$ cat src/rtl/cdma_wt_rdreq_gen_if.sv
// DMA read-request and tracking-FIFO push signals for the CDMA weight read-request generator.
interface cdma_wt_rdreq_gen_if;
  logic        dma_rd_req_valid;
  logic        dma_rd_req_ready;
  logic [63:0] dma_rd_req_addr;
  logic [14:0] dma_rd_req_size;
  logic        fifo_wr_req;
  logic        fifo_wr_ready;
  logic [5:0]  fifo_wr_data;

  modport master (
    output dma_rd_req_valid, dma_rd_req_addr, dma_rd_req_size, fifo_wr_req, fifo_wr_data,
    input  dma_rd_req_ready, fifo_wr_ready
  );

  modport slave (
    input  dma_rd_req_valid, dma_rd_req_addr, dma_rd_req_size, fifo_wr_req, fifo_wr_data,
    output dma_rd_req_ready, fifo_wr_ready
  );
endinterface

$ cat src/rtl/cdma_wt_rdreq_gen.sv
// Splits a weight-surface fetch into block-aligned DMA reads, pushing a tracking descriptor before each.
// Optional macro CDMA_WT_RDREQ_STALL_CNT_EN adds the stall_cnt backpressure counter output.
module cdma_wt_rdreq_gen #(
  parameter int REQ_MAX_ATOMS = 32
) (
  input  logic        clk,
  input  logic        reset_,
  input  logic        cfg_start,
  input  logic [63:0] cfg_base_addr,
  input  logic [31:0] cfg_atoms,
  output logic        busy,
  output logic        done,
  cdma_wt_rdreq_gen_if.master bus
`ifdef CDMA_WT_RDREQ_STALL_CNT_EN
  , output logic [31:0] stall_cnt
`endif
);

  localparam int BLK_W = (REQ_MAX_ATOMS > 1) ? $clog2(REQ_MAX_ATOMS) : 1;

  typedef enum logic [1:0] {
    IDLE  = 2'd0,
    PUSH  = 2'd1,
    ISSUE = 2'd2,
    FIN   = 2'd3
  } state_t;

  state_t      state_q, state_d;
  logic [63:0] cur_addr_q, cur_addr_d;
  logic [31:0] rem_q, rem_d;
  logic [63:0] req_addr_q, req_addr_d;
  logic [4:0]  req_size_q, req_size_d;
  logic        req_last_q, req_last_d;

  logic [BLK_W-1:0] blk_off;
  logic [5:0]       room;
  logic [5:0]       push_n;
  logic             push_last;
  logic [5:0]       req_n;
  logic             fifo_wr_req;
  logic [5:0]       fifo_wr_data;
  logic             dma_valid;

  // Atoms left before the next REQ_MAX_ATOMS*32-byte boundary bound the request length.
  always_comb begin
    blk_off   = (REQ_MAX_ATOMS > 1) ? cur_addr_q[5 +: BLK_W] : '0;
    room      = 6'(REQ_MAX_ATOMS) - 6'(blk_off);
    push_n    = (rem_q < {26'b0, room}) ? rem_q[5:0] : room;
    push_last = (rem_q == {26'b0, push_n});
    req_n     = {1'b0, req_size_q} + 6'd1;
  end

  always_comb begin
    state_d      = state_q;
    cur_addr_d   = cur_addr_q;
    rem_d        = rem_q;
    req_addr_d   = req_addr_q;
    req_size_d   = req_size_q;
    req_last_d   = req_last_q;
    fifo_wr_req  = 1'b0;
    fifo_wr_data = 6'd0;
    dma_valid    = 1'b0;
    done         = 1'b0;
    case (state_q)
      IDLE: begin
        if (cfg_start) begin
          cur_addr_d = cfg_base_addr & ~64'h1F;
          rem_d      = cfg_atoms;
          state_d    = (cfg_atoms == 32'd0) ? FIN : PUSH;
        end
      end
      PUSH: begin
        fifo_wr_data = {push_last, 5'(push_n - 6'd1)};
        fifo_wr_req  = bus.fifo_wr_ready;
        if (bus.fifo_wr_ready) begin
          req_addr_d = cur_addr_q;
          req_size_d = 5'(push_n - 6'd1);
          req_last_d = push_last;
          state_d    = ISSUE;
        end
      end
      ISSUE: begin
        dma_valid = 1'b1;
        if (bus.dma_rd_req_ready) begin
          cur_addr_d = cur_addr_q + {53'b0, req_n, 5'b0};
          rem_d      = rem_q - {26'b0, req_n};
          state_d    = req_last_q ? FIN : PUSH;
        end
      end
      FIN: begin
        done    = 1'b1;
        state_d = IDLE;
      end
      default: state_d = IDLE;
    endcase
  end

  always_ff @(posedge clk or negedge reset_) begin
    if (!reset_) begin
      state_q    <= IDLE;
      cur_addr_q <= '0;
      rem_q      <= '0;
      req_addr_q <= '0;
      req_size_q <= '0;
      req_last_q <= 1'b0;
    end else begin
      state_q    <= state_d;
      cur_addr_q <= cur_addr_d;
      rem_q      <= rem_d;
      req_addr_q <= req_addr_d;
      req_size_q <= req_size_d;
      req_last_q <= req_last_d;
    end
  end

  assign busy                 = (state_q != IDLE);
  assign bus.fifo_wr_req      = fifo_wr_req;
  assign bus.fifo_wr_data     = fifo_wr_data;
  assign bus.dma_rd_req_valid = dma_valid;
  assign bus.dma_rd_req_addr  = req_addr_q;
  assign bus.dma_rd_req_size  = {10'b0, req_size_q};

`ifdef CDMA_WT_RDREQ_STALL_CNT_EN
  logic [31:0] stall_cnt_q, stall_cnt_d;

  // Counts cycles lost to FIFO-full or DMA backpressure, saturating.
  always_comb begin
    stall_cnt_d = stall_cnt_q;
    if (state_q == IDLE && cfg_start) begin
      stall_cnt_d = '0;
    end else if (((state_q == PUSH && !bus.fifo_wr_ready) ||
                  (state_q == ISSUE && !bus.dma_rd_req_ready)) &&
                 stall_cnt_q != 32'hFFFF_FFFF) begin
      stall_cnt_d = stall_cnt_q + 32'd1;
    end
  end

  always_ff @(posedge clk or negedge reset_) begin
    if (!reset_) stall_cnt_q <= '0;
    else         stall_cnt_q <= stall_cnt_d;
  end

  assign stall_cnt = stall_cnt_q;
`endif

endmodule

$ cat src/flat_wrapper.sv
// flat-port wrapper written by rule: the top's interface ports become plain ports
module cdma_wt_rdreq_gen_flat 
#(
  parameter int REQ_MAX_ATOMS = 32
)
  (clk, reset_, cfg_start, cfg_base_addr, cfg_atoms, busy, done, bus_dma_rd_req_valid, bus_dma_rd_req_addr, bus_dma_rd_req_size, bus_fifo_wr_req, bus_fifo_wr_data, bus_dma_rd_req_ready, bus_fifo_wr_ready);
  cdma_wt_rdreq_gen_if bus_i ();
  input  logic clk;
  input  logic reset_;
  input  logic cfg_start;
  input  logic [63:0] cfg_base_addr;
  input  logic [31:0] cfg_atoms;
  output logic busy;
  output logic done;
  output wire logic [$bits(bus_i.dma_rd_req_valid)-1:0] bus_dma_rd_req_valid;
  output wire logic [$bits(bus_i.dma_rd_req_addr)-1:0] bus_dma_rd_req_addr;
  output wire logic [$bits(bus_i.dma_rd_req_size)-1:0] bus_dma_rd_req_size;
  output wire logic [$bits(bus_i.fifo_wr_req)-1:0] bus_fifo_wr_req;
  output wire logic [$bits(bus_i.fifo_wr_data)-1:0] bus_fifo_wr_data;
  input wire logic [$bits(bus_i.dma_rd_req_ready)-1:0] bus_dma_rd_req_ready;
  input wire logic [$bits(bus_i.fifo_wr_ready)-1:0] bus_fifo_wr_ready;
  assign bus_dma_rd_req_valid = bus_i.dma_rd_req_valid;
  assign bus_dma_rd_req_addr = bus_i.dma_rd_req_addr;
  assign bus_dma_rd_req_size = bus_i.dma_rd_req_size;
  assign bus_fifo_wr_req = bus_i.fifo_wr_req;
  assign bus_fifo_wr_data = bus_i.fifo_wr_data;
  assign bus_i.dma_rd_req_ready = bus_dma_rd_req_ready;
  assign bus_i.fifo_wr_ready = bus_fifo_wr_ready;
  cdma_wt_rdreq_gen #(.REQ_MAX_ATOMS(REQ_MAX_ATOMS)) u_core (.clk(clk), .reset_(reset_), .cfg_start(cfg_start), .cfg_base_addr(cfg_base_addr), .cfg_atoms(cfg_atoms), .busy(busy), .done(done), .bus(bus_i));
endmodule
$ cat config.mk
export PLATFORM = sky130hd
export DESIGN_NAME = cdma_wt_rdreq_gen_flat
export DESIGN_NICKNAME = d
export VERILOG_FILES = /design/src/rtl/cdma_wt_rdreq_gen_if.sv /design/src/rtl/cdma_wt_rdreq_gen.sv /design/src/flat_wrapper.sv
export SDC_FILE = /design/constraint.sdc
export NUM_CORES = 1
export LEC_CHECK = 0
export BUFFER_PORTS_ARGS = -buffer_cell sky130_fd_sc_hd__clkbuf_2
export CAP_MARGIN = 10
export CORE_UTILIZATION = 50
export DETAILED_ROUTE_END_ITERATION = 7
export GPL_TIMING_DRIVEN = 0
export HOLD_SLACK_MARGIN = 0.15
export PLACE_DENSITY = 0.8
export SLEW_MARGIN = 40
export SYNTH_ARGS = -nofsm -noshare
export SYNTH_HDL_FRONTEND = slang
export SYNTH_SLANG_ARGS = --single-unit
$ cat constraint.sdc
create_clock -name clk -period 3.4 [get_ports clk]
set_input_delay 0.17 -clock clk [delete_from_list [all_inputs] [get_ports clk]]
set_output_delay 0.17 -clock clk [all_outputs]
set_load 0.05 [all_outputs]
==> flow_metrics.tcl, run 1 <==
set metrics [dict create \
    status "finished with violations" \
    violations "DRC, setup timing" \
    hold_path_end "u_core.cur_addr_q[28]$_DFFE_PN0P_" \
    slew_headroom_pct 38.55 \
    syn-instance-count 1047 \
    fin_cells 1601 \
    reg2reg_slack_ns -0.27 \
    numCtsBuffers 17 \
    critPathMaxStageDelay_ns 0.42 \
    dpl_worst_slack_ns -0.5967 \
    critPathMaxFanout 4 \
    synth.most_common_cell "dfrtp_1" \
    die_y_um 138.1 \
    clk_latency_ns 0.44 \
    fin_worst_skew_ns 0.01177 \
    synth-edff-count 0 \
    die_area_mm2 0.01906 \
    syn_area_per_cell_um2 8.841 \
    cp-end-kind "output pin" \
    clk_pin_slew_ns 0.07 \
    ir_drop_v 0.0008184 \
    path_buf_inv 1 \
    fp.coreArea_mm2 0.01802 \
    post_drt_wl_per_cell_um 22.74 \
    critPathLaunchType "register" \
    die_w_um 138.1 \
    tritoncts "yes" \
    drv_slew 0 \
    gp_congestion 0.9927 \
    path_class "reg -> out" \
    crit_family "simple AND/OR/NAND/NOR gates" \
    dp.cells 1461 \
    root_buffer "clkbuf_16" \
    rsz0062_at_grt "yes" \
    fin_crit_ns 3.962 \
    crit_arrival_ns 3.79 \
    grt_usage_pct 37.38 \
    ant_nets 0 \
    worstHoldPathCells 4 \
    finalInstanceArea_mm2 0.01235 \
    dp_hpwl_um 23790 \
    finalPower_mw 14.16 \
    clock.fmax_mhz 252.4 \
    crit_required_ns 3.23 \
    yosysTopAreaCell "dfrtp_1" \
    io_pins 190 \
    power.density_mw_per_mm2 1146 \
    ys_seq_area_share_pct 42.71 \
    yosysWarnings 0 \
    grt_pass1_wl_um 54810 \
    leakagePower_nw 5.331 \
    grt_pass1_vias 9958 \
    port_buffers 169 \
    cap_viol_max_count 0 \
    clockBufferDepth 2 \
    route.detailed.drc 26 \
    final.period_utilization_pct 116.5 \
    drt_first_pass_iters 8 \
    ys_dominant_reg_cell "dfrtp_1" \
    netlist-cell-type-count 66 \
    min_path_type "in -> reg" \
    num_vias 10447 \
    r2r_end "u_core.req_size_q[2]$_DFFE_PN0P_" \
    critical_path_depth 14 \
    num-nets-final 1481 \
    finalSetupViolations 7 \
    fin_hold_ws_ns 0.1579 \
    drive_gt1_share_pct 24.85 \
    gr-usage-met2_pct 56.50 \
    synth.cell_area_mm2 0.009256 \
    area_delta_synth_final_pct 33.44 \
    met3_usage_pct 11.05 \
    grt_max_degree 70 \
    cp_cell_sequence "or3_4, or3_4, ha_4, and3_4, nand2_2, o211ai_1, mux2i_2, ha_4, nand3b_1, xnor2_1, nand2_1, o21ai_2, nor2_4, buf_8" \
    ys_ff_latch 158 \
    antenna_found_initial 0 \
    gr-total-overflow 0 \
    antenna_cells 0 \
    wirelength_um 36410 \
    cts_sinks 158 \
    ys_async_sr_fraction_pct 100.0 \
    min_from "cfg_base_addr[28]" \
    timing.final.hold_violations 0 \
    gr-usage-met1_pct 45.89 \
    reg2reg_from "u_core.cur_addr_q[6]$_DFFE_PN0P_" \
    synth_top_area_share_pct 42.71 \
    dpl_cell_area_mm2 0.01057 \
    initial_core_util_pct 51.35 \
    setup_slack_ns -0.5620 \
    dr.first_iter.drc_count 1653 \
    cp_slowest_cell "dfrtp_2" \
    via_per_inst 6.525 \
    h-tree-depth 4 \
    worst_slew_pin_slew_ns 0.9218 \
    reg2regPathDepth 16 \
    num_rows 49 \
    netlist_top_cells_area "dfrtp_1, nand2_1, mux2_2, a21oi_1, o21ai_0" \
    synthTopCellsByCount "dfrtp_1, nand2_1, nor2_1" \
    gr-max-usage-layer "met2" \
]
==> sequential cells by signal, indices dropped and copies added (netlist names) <==
signal,flops
u_core.state_q,2
u_core.req_last_q,1
u_core.rem_q,32
u_core.req_size_q,5
u_core.cur_addr_q,59
u_core.bus.dma_rd_req_addr,59
==> metrics by stage <==
step	setup TNS, ns	util, %
detailed placement	-2.638	58.64
global route	-3.382	68.53
global placement	-111.30	58.25
CTS	-1.191	67.83
floorplan	-0.05362	-
finish	-2.340	68.53
==> cell families (layout without fill, tap and decap cells) <==
group | Yosys count | after routing | synth area share (%)
DFF | 158 | 158 | 42.71
other | 1 | 15 | 0.04051
xor gates and xnor gates | 24 | 24 | 2.271
and+or+nand+nor | 406 | 406 | 21.42
muxes | 49 | 49 | 5.853
buffers and inverters | 101 | 412 | 4.718
adders and majority gates | 22 | 22 | 3.109
AOI/OAI and AO/OA | 286 | 286 | 19.87
==> cell usage in the layout, fill, tap and decap left out, types with 41 or more instances in the layout <==
master / Yosys / final
dfrtp_1: 158 / 155
buf_4: 15 / 50
dlygate4sd3_1: 0 / 73
nor2_1: 84 / 77
clkbuf_2: 0 / 167
a21oi_1: 72 / 72
clkbuf_1: 52 / 47
nand2_1: 129 / 128
o21ai_0: 66 / 60
mux2_2: 41 / 41
==> routing by layer <==
| layer | routed length, um | part of all wire (%) |
|---|---|---|
| met1 | 13080 | 36 |
| met2 | 15780 | 43 |
| met3 | 4717 | 13 |
| met4 | 2834 | 7.8 |
| met5 | 0 | 0 |
==> worst max-delay path by stage <==
| stage | start | end | slack (ns) |
|---|---|---|---|
| 2_1_floorplan | u_core.cur_addr_q[6]$_DFFE_PN0P_ | bus_fifo_wr_data[4] | -0.05 |
| 3_3_place_gp | reset_ | u_core.bus.dma_rd_req_addr[51]$_DFFE_PN0P_ | -0.70 |
| 3_5_place_dp | u_core.cur_addr_q[5]$_DFFE_PN0P_ | bus_fifo_wr_data[4] | -0.60 |
| 4_1_cts | u_core.cur_addr_q[6]$_DFFE_PN0P_ | bus_fifo_wr_data[4] | -0.43 |
| 5_1_grt | u_core.cur_addr_q[6]$_DFFE_PN0P_ | bus_fifo_wr_data[4] | -0.73 |
| 6_report | u_core.cur_addr_q[6]$_DFFE_PN0P_ | bus_fifo_wr_data[4] | -0.56 |
==> cell type report <==
type                            instances  area, um2
Buffer                                 73      339.1
Sequential cell                       158       3958
Tap cell                              229      286.5
Fill cell                            1398       5673
Inverter                               28      105.1
Timing Repair Buffer                  279       1954
Clock inverter                         13      187.7
Clock buffer                           19      452.9
Multi-Input combinational cell        802       5069
==> tightest hold or removal path, stage by stage <==
cell      delay [ns]
clkbuf_2        0.08
or3_1           0.09
o221ai_1        0.09
a21oi_1         0.13
==> what timing repair did <==
action | in CTS | in global routing
gates resized for setup | 26 | 21
buffers inserted | 28 | 8
setup endpoints to repair | 19 | 26
pin swaps | 5 | 13
hold endpoints to repair | 161 | 0
hold buffers | 73 | 0
==> power by group <==
part | total [mW] | switching (mW) | internal [mW]
combinational | 8.11 | 5.29 | 2.81
sequential | 3.94 | 1.11 | 2.83
clock | 2.11 | 0.842 | 1.27
total | 14.2 | 7.24 | 6.91
No activity file was read; power rests on OpenSTA's default activity.
==> inputs of run 2 (changes only) <==
--- a/config.mk
+++ b/config.mk
@@ -5,13 +5,14 @@
 export SDC_FILE = /design/constraint.sdc
 export NUM_CORES = 1
 export LEC_CHECK = 0
+export ABC_AREA = 1
 export BUFFER_PORTS_ARGS = -buffer_cell sky130_fd_sc_hd__clkbuf_2
 export CAP_MARGIN = 10
-export CORE_UTILIZATION = 50
+export CORE_UTILIZATION = 52
 export DETAILED_ROUTE_END_ITERATION = 7
 export GPL_TIMING_DRIVEN = 0
 export HOLD_SLACK_MARGIN = 0.15
-export PLACE_DENSITY = 0.8
+export PLACE_DENSITY = 0.81
 export SLEW_MARGIN = 40
 export SYNTH_ARGS = -nofsm -noshare
 export SYNTH_HDL_FRONTEND = slang
==> flow_metrics.tcl, run 2 <==
set metrics [dict create \
    ys_ff_latch 158 \
    drv_slew 0 \
    timing.final.hold_violations 0 \
    die_y_um 143.9 \
    synth-edff-count 0 \
    status "finished with violations" \
    ys_async_sr_fraction_pct 100.0 \
    utilization_pct 68.82 \
    grt_pass1_vias 11462 \
    grt_max_degree 69 \
    gp_congestion 0.9738 \
    clock.fmax_mhz 295.6 \
    cp-end-kind "output pin" \
    setup_slack_ns 0.01740 \
    final_cell_mix "nand2_1, inv_1, o21ai_0, nor2_1, clkbuf_2" \
    finalSetupViolations 0 \
    yosysTopAreaCell "dfrtp_1" \
    dr.first_iter.drc_count 1220 \
    dp_hpwl_um 31050 \
    grt_pass1_wl_um 63550 \
    cap_viol_max_count 0 \
    num-nets-final 1941 \
    cts_sinks 158 \
    dp.cells 1962 \
    initial_core_util_pct 53.41 \
    fin_hold_ws_ns 0.1583 \
    critPathLaunchType "register" \
    final_common_cell "nand2_1" \
    fill_cells 1660 \
    port_buffers 169 \
    fin_setup_tns_ns 0 \
    area_delta_synth_final_pct 28.84 \
    via_per_inst 5.771 \
    worstHoldPathCells 5 \
    antenna_found_initial 0 \
    critPathMaxFanout 6 \
    antenna_cells 0 \
    die_area_mm2 0.02069 \
    reg2regPathDepth 14 \
    final.period_utilization_pct 99.49 \
    drive_gt1_share_pct 17.04 \
    grt_usage_pct 41.91 \
    syn-instance-count 1511 \
    ys_seq_area_share_pct 37.79 \
    worst_slew_pin_slew_ns 0.9042 \
    route.detailed.drc 6 \
    fp.coreArea_mm2 0.01959 \
    num_rows 51 \
    drt_first_pass_iters 8 \
    path_class "reg -> out" \
    io_pins 190 \
    tritoncts "yes" \
    ant_nets 0 \
    crit_required_ns 3.23 \
    h-tree-depth 4 \
    netlist_top_cells_area "dfrtp_1, nand2_1, o21ai_0, inv_1, nor2_1" \
    min_path_type "in -> reg" \
    fin_worst_skew_ns 0.008614 \
    numCtsBuffers 17 \
    clk_pin_slew_ns 0.07 \
    ys_dominant_reg_cell "dfrtp_1" \
    synthTopCellsByCount "nand2_1, inv_1, nor2_1, o21ai_0, dfrtp_1" \
    crit_arrival_ns 3.21 \
    fin_crit_ns 3.383 \
    synth.most_common_cell "nand2_1" \
    ir_drop_v 0.0007067 \
    yosysWarnings 0 \
    leakagePower_nw 6.477 \
    die_w_um 143.9 \
    wirelength_um 43050 \
    netlist-cell-type-count 50 \
    num_vias 12095 \
    dpl_worst_slack_ns 0.1656 \
    post_drt_wl_per_cell_um 20.54 \
    gr-total-overflow 0 \
    root_buffer "clkbuf_16" \
    syn_area_per_cell_um2 6.925 \
    synth_top_area_share_pct 37.79 \
    power.density_mw_per_mm2 1082 \
    violations "DRC" \
    slew_headroom_pct 39.72 \
    synth.cell_area_mm2 0.01046 \
    clk_latency_ns 0.44 \
    clockBufferDepth 2 \
    fin_cells 2096 \
]
==> run 2: what timing repair did <==
item / 4_1_cts / 5_1_grt
endpoints found under the hold margin: 246 / 0
setup buffers: 4 / 10
endpoints found under the setup margin: 5 / 7
pin swaps: 1 / 6
hold buffers: 89 / 0
resized for setup: 12 / 20
==> run 2: final cells by class <==
type	count	area, um2	area share [%]
Clock inverter	11	131.4	0.9745
Tap cell	265	331.6	2.459
Clock buffer	20	446.7	3.313
Multi-Input combinational cell	1105	5592	41.48
Timing Repair Buffer	275	1961	14.54
Sequential cell	158	3955	29.34
Buffer	68	336.6	2.497
Inverter	194	728.2	5.401
==> run 2: path summary, 6_finish.rpt <==
check / start / end / slack, ns
setup / recovery: u_core.cur_addr_q[5]$_DFFE_PN0P_ / bus_fifo_wr_data[2] / 0.02
hold / removal: cfg_atoms[31] / u_core.rem_q[31]$_DFFE_PN0P_ / 0.16
setup reg to reg: u_core.req_size_q[0]$_DFFE_PN0P_ / u_core.cur_addr_q[52]$_DFFE_PN0P_ / 0.05
hold reg to reg: u_core.bus.dma_rd_req_addr[53]$_DFFE_PN0P_ / u_core.bus.dma_rd_req_addr[53]$_DFFE_PN0P_ / 0.49
max in group asynchronous: reset_ / u_core.cur_addr_q[6]$_DFFE_PN0P_ / 2.50
min in group asynchronous: reset_ / u_core.cur_addr_q[36]$_DFFE_PN0P_ / 0.21
==> run 2: per-stage QoR <==
step	power [mW]	instance area (um2)
floorplan	9.443	10520
global placement	11.74	11690
detailed placement	11.94	11770
CTS	14.08	13320
global route	15.46	13480
finish	14.58	13480
==> run 2: per-layer routing <==
layer  GRT usage (%)  part of all wire, %
met3           7.897                  8.3
met5               0                    0
met4           23.52                  6.4
met1           50.55                   38
met2           70.12                   47
==> run 2: power breakdown <==
| group | switching (mW) | internal (mW) | leakage, nW |
|---|---|---|---|
| clock network | 0.875 | 1.11 | 0.274 |
| logic | 6.34 | 2.52 | 4.29 |
| registers | 0.893 | 2.85 | 1.91 |
| total | 8.11 | 6.47 | 6.48 |
==> run 2: cell families (layout without fill, tap and decap cells) <==
group / after synthesis / count (layout) / share of synthesized area, %
and+or+nand+nor: 731 / 731 / 30.31
adders and majority gates: 21 / 21 / 2.655
buffers and inverters: 262 / 568 / 10.18
xor gates and xnor gates: 37 / 37 / 3.169
other: 1 / 15 / 0.03584
AOI/OAI and AO/OA: 301 / 301 / 15.87
DFF: 158 / 158 / 37.79
==> run 2: critical path: stages, from the launching register on <==
cell and delay, ns:
dfrtp_1 0.41, inv_2 0.13, ha_4 0.17, nand3_4 0.10, xor2_4 0.21, ha_1 0.20
a21o_2 0.23, nor3_4 0.16, buf_4 0.18, nand2_4 0.09, nand2_2 0.10, nand2_4 0.08
ha_4 0.18, xnor2_2 0.17, and2_1 0.20, buf_8 0.16
==> inputs of run 3 (changes only) <==
--- a/config.mk
+++ b/config.mk
@@ -8,11 +8,11 @@
 export ABC_AREA = 1
 export BUFFER_PORTS_ARGS = -buffer_cell sky130_fd_sc_hd__clkbuf_2
 export CAP_MARGIN = 10
-export CORE_UTILIZATION = 52
+export CORE_UTILIZATION = 55
 export DETAILED_ROUTE_END_ITERATION = 7
 export GPL_TIMING_DRIVEN = 0
 export HOLD_SLACK_MARGIN = 0.15
-export PLACE_DENSITY = 0.81
+export PLACE_DENSITY = 0.82
 export SLEW_MARGIN = 40
 export SYNTH_ARGS = -nofsm -noshare
 export SYNTH_HDL_FRONTEND = slang
==> constraint.sdc (replaced) <==
create_clock -name clk -period 4 [get_ports clk]
set_input_delay 0.2 -clock clk [delete_from_list [all_inputs] [get_ports clk]]
set_output_delay 0.2 -clock clk [all_outputs]
set_load 0.05 [all_outputs]
==> flow_metrics.tcl, run 3 (same netlist as run 2, synthesis figures left out) <==
set metrics [dict create \
    p_int_mw 5.425 \
    dr.first_iter.drc_count 1335 \
    gp_congestion 1.056 \
    status "finished clean" \
    post_drt_wl_per_cell_um 20.21 \
    drt_first_pass_iters 6 \
    antenna_cells 0 \
    num_rows 50 \
    critPathLaunchType "register" \
    die_y_um 139.9 \
    wirelength_um 41250 \
    setup_slack_ns 0.2356 \
    reg2reg_slack_ns 0.53 \
    cap_viol_max_count 0 \
    timing.final.hold_violations 0 \
    fin_hold_ws_ns 0.1549 \
    clk_latency_ns 0.45 \
    power.density_mw_per_mm2 929.3 \
    route.detailed.drc 0 \
    fin_crit_ns 3.764 \
    grt_pass1_vias 11478 \
    cp_cell_sequence "inv_1, ha_1, nand3_1, xor2_2, ha_1, a21o_2, nor3_4, nand2_4, nand2_1, nand2_2, ha_1, xnor2_2, and2_1, clkbuf_2" \
    rsz0062_at_grt "no" \
    drive_gt1_share_pct 15.72 \
    clock.fmax_mhz 265.6 \
    fin_worst_skew_ns 0.01130 \
    io_pins 190 \
    numCtsBuffers 17 \
    critPathMaxFanout 9 \
    critPathMaxStageDelay_ns 0.44 \
    clk_pin_slew_ns 0.07 \
    dp_hpwl_um 30030 \
    grt_max_degree 64 \
    final.period_utilization_pct 94.11 \
    dp.cells 1930 \
    die_area_mm2 0.01958 \
    fp.coreArea_mm2 0.01871 \
    cp-end-kind "output pin" \
    ant_nets 0 \
    ir_drop_v 0.0004456 \
    p_clk_share_pct 14.4 \
    min_path_type "in -> reg" \
    initial_core_util_pct 55.94 \
    drv_slew 0 \
    path_class "reg -> out" \
    area_delta_synth_final_pct 25.51 \
    root_buffer "clkbuf_16" \
    cp_common_cell "ha_1" \
    num-nets-final 1917 \
    multi_input_area_mm2 0.005505 \
    gr-total-overflow 0 \
    die_w_um 139.9 \
    antenna_found_initial 0 \
    pwr-share-seq_pct 26.0 \
    cts_sinks 158 \
    slew_headroom_pct 41.50 \
    fill_cells 1616 \
    dpl_worst_slack_ns 0.7093 \
    p_sw_mw 6.778 \
    crit_arrival_ns 3.56 \
    port_buffers 169 \
    finalSetupViolations 0 \
    h-tree-depth 4 \
    p_comb_share_pct 59.5 \
    switching_share_pct 55.54 \
    final_common_cell "nand2_1" \
    tritoncts "yes" \
    fin_cells 2041 \
    via_per_inst 5.920 \
    final_cell_mix "nand2_1, inv_1, nor2_1, o21ai_0, clkbuf_2" \
    clockBufferDepth 2 \
    grt_usage_pct 42.50 \
    num_vias 12083 \
    worst_slew_pin_slew_ns 0.8775 \
    leakagePower_nw 6.371 \
    cp_slowest_cell "dfrtp_1" \
    seqCellArea_mm2 0.003954 \
    grt_pass1_wl_um 62510 \
    crit_required_ns 3.80 \
]
[run 3: changes by cell type in the layout (fill, tap and decap cells not counted), sizes merged]
cell and delta:
bufinv +1, clkbuf +3, buf -18, dlygate4sd3 -9, clkinv -1
[run 3: what timing repair did]
action	4_1_cts	5_1_grt
hold endpoints to repair	133	0
resized for setup	0	1
buffers inserted	0	0
hold buffers	80	0
setup endpoints to repair	0	2
[run 3: worst paths after layout]
check,end,depth (start not counted),from
hold reg to reg,u_core.bus.dma_rd_req_addr[23]$_DFFE_PN0P_,2,u_core.bus.dma_rd_req_addr[23]$_DFFE_PN0P_
max in group asynchronous,u_core.cur_addr_q[11]$_DFFE_PN0P_,3,reset_
setup / recovery,bus_fifo_wr_data[2],14,u_core.cur_addr_q[5]$_DFFE_PN0P_
hold / removal,u_core.rem_q[26]$_DFFE_PN0P_,3,cfg_atoms[26]
min in group asynchronous,u_core.bus.dma_rd_req_addr[33]$_DFFE_PN0P_,2,reset_
setup reg to reg,u_core.cur_addr_q[53]$_DFFE_PN0P_,14,u_core.req_size_q[0]$_DFFE_PN0P_
[run 3: stage by stage]
step	power (mW)	cell area [um2]	utilization (%)	TNS (ns)
floorplan	8.026	10520	-	0
global placement	9.914	11650	62.31	-13.60
detailed placement	10.10	11710	62.61	0
CTS	11.95	13120	70.16	0
global route	12.87	13130	70.21	0
finish	12.20	13130	70.21	0
[run 3: routing by layer]
layer | vias up | global-route usage (%) | share of wire, %
li1 | 5499 | - | -
met1 | 5605 | 52.23 | 38
met2 | 790 | 69.45 | 46
met3 | 189 | 6.803 | 9.1
met4 | 0 | 28.22 | 7.0
met5 | - | 0 | 0
[run 3: worst max-delay path: cells and delay by family, from the launching register on]
| family | cells | cell delay [ns] |
|---|---|---|
| buffers and inverters | 2 | 0.46 |
| adder cells (fa/ha/maj) | 3 | 0.69 |
| AO/OA/AOI/OAI | 1 | 0.23 |
| AND/OR/NAND/NOR | 6 | 0.89 |
| flip-flops | 1 | 0.44 |
| XOR/XNOR | 2 | 0.40 |
[run 3: layout make-up]
type	count	share of cell area, %
tap	234	2.229
clock inverter	11	1.181
inverter	194	5.545
timing repair buffer	251	12.97
sequential	158	30.11
clock buffer	20	3.478
buffer	68	2.572
multi-input combinational	1105	41.92
[run 3: power by group through the flow]
| stage | Sequential, mW | Clock [mW] | Combinational (mW) |
|---|---|---|---|
| 6_report | 3.18 | 1.76 | 7.26 |
| 2_1_floorplan | 4.04 | 0 | 3.99 |
| 4_1_cts | 3.13 | 1.75 | 7.07 |
| 3_3_place_gp | 3.13 | 0 | 6.79 |
| 3_5_place_dp | 3.14 | 0 | 6.95 |
| 5_1_grt | 3.26 | 1.80 | 7.82 |
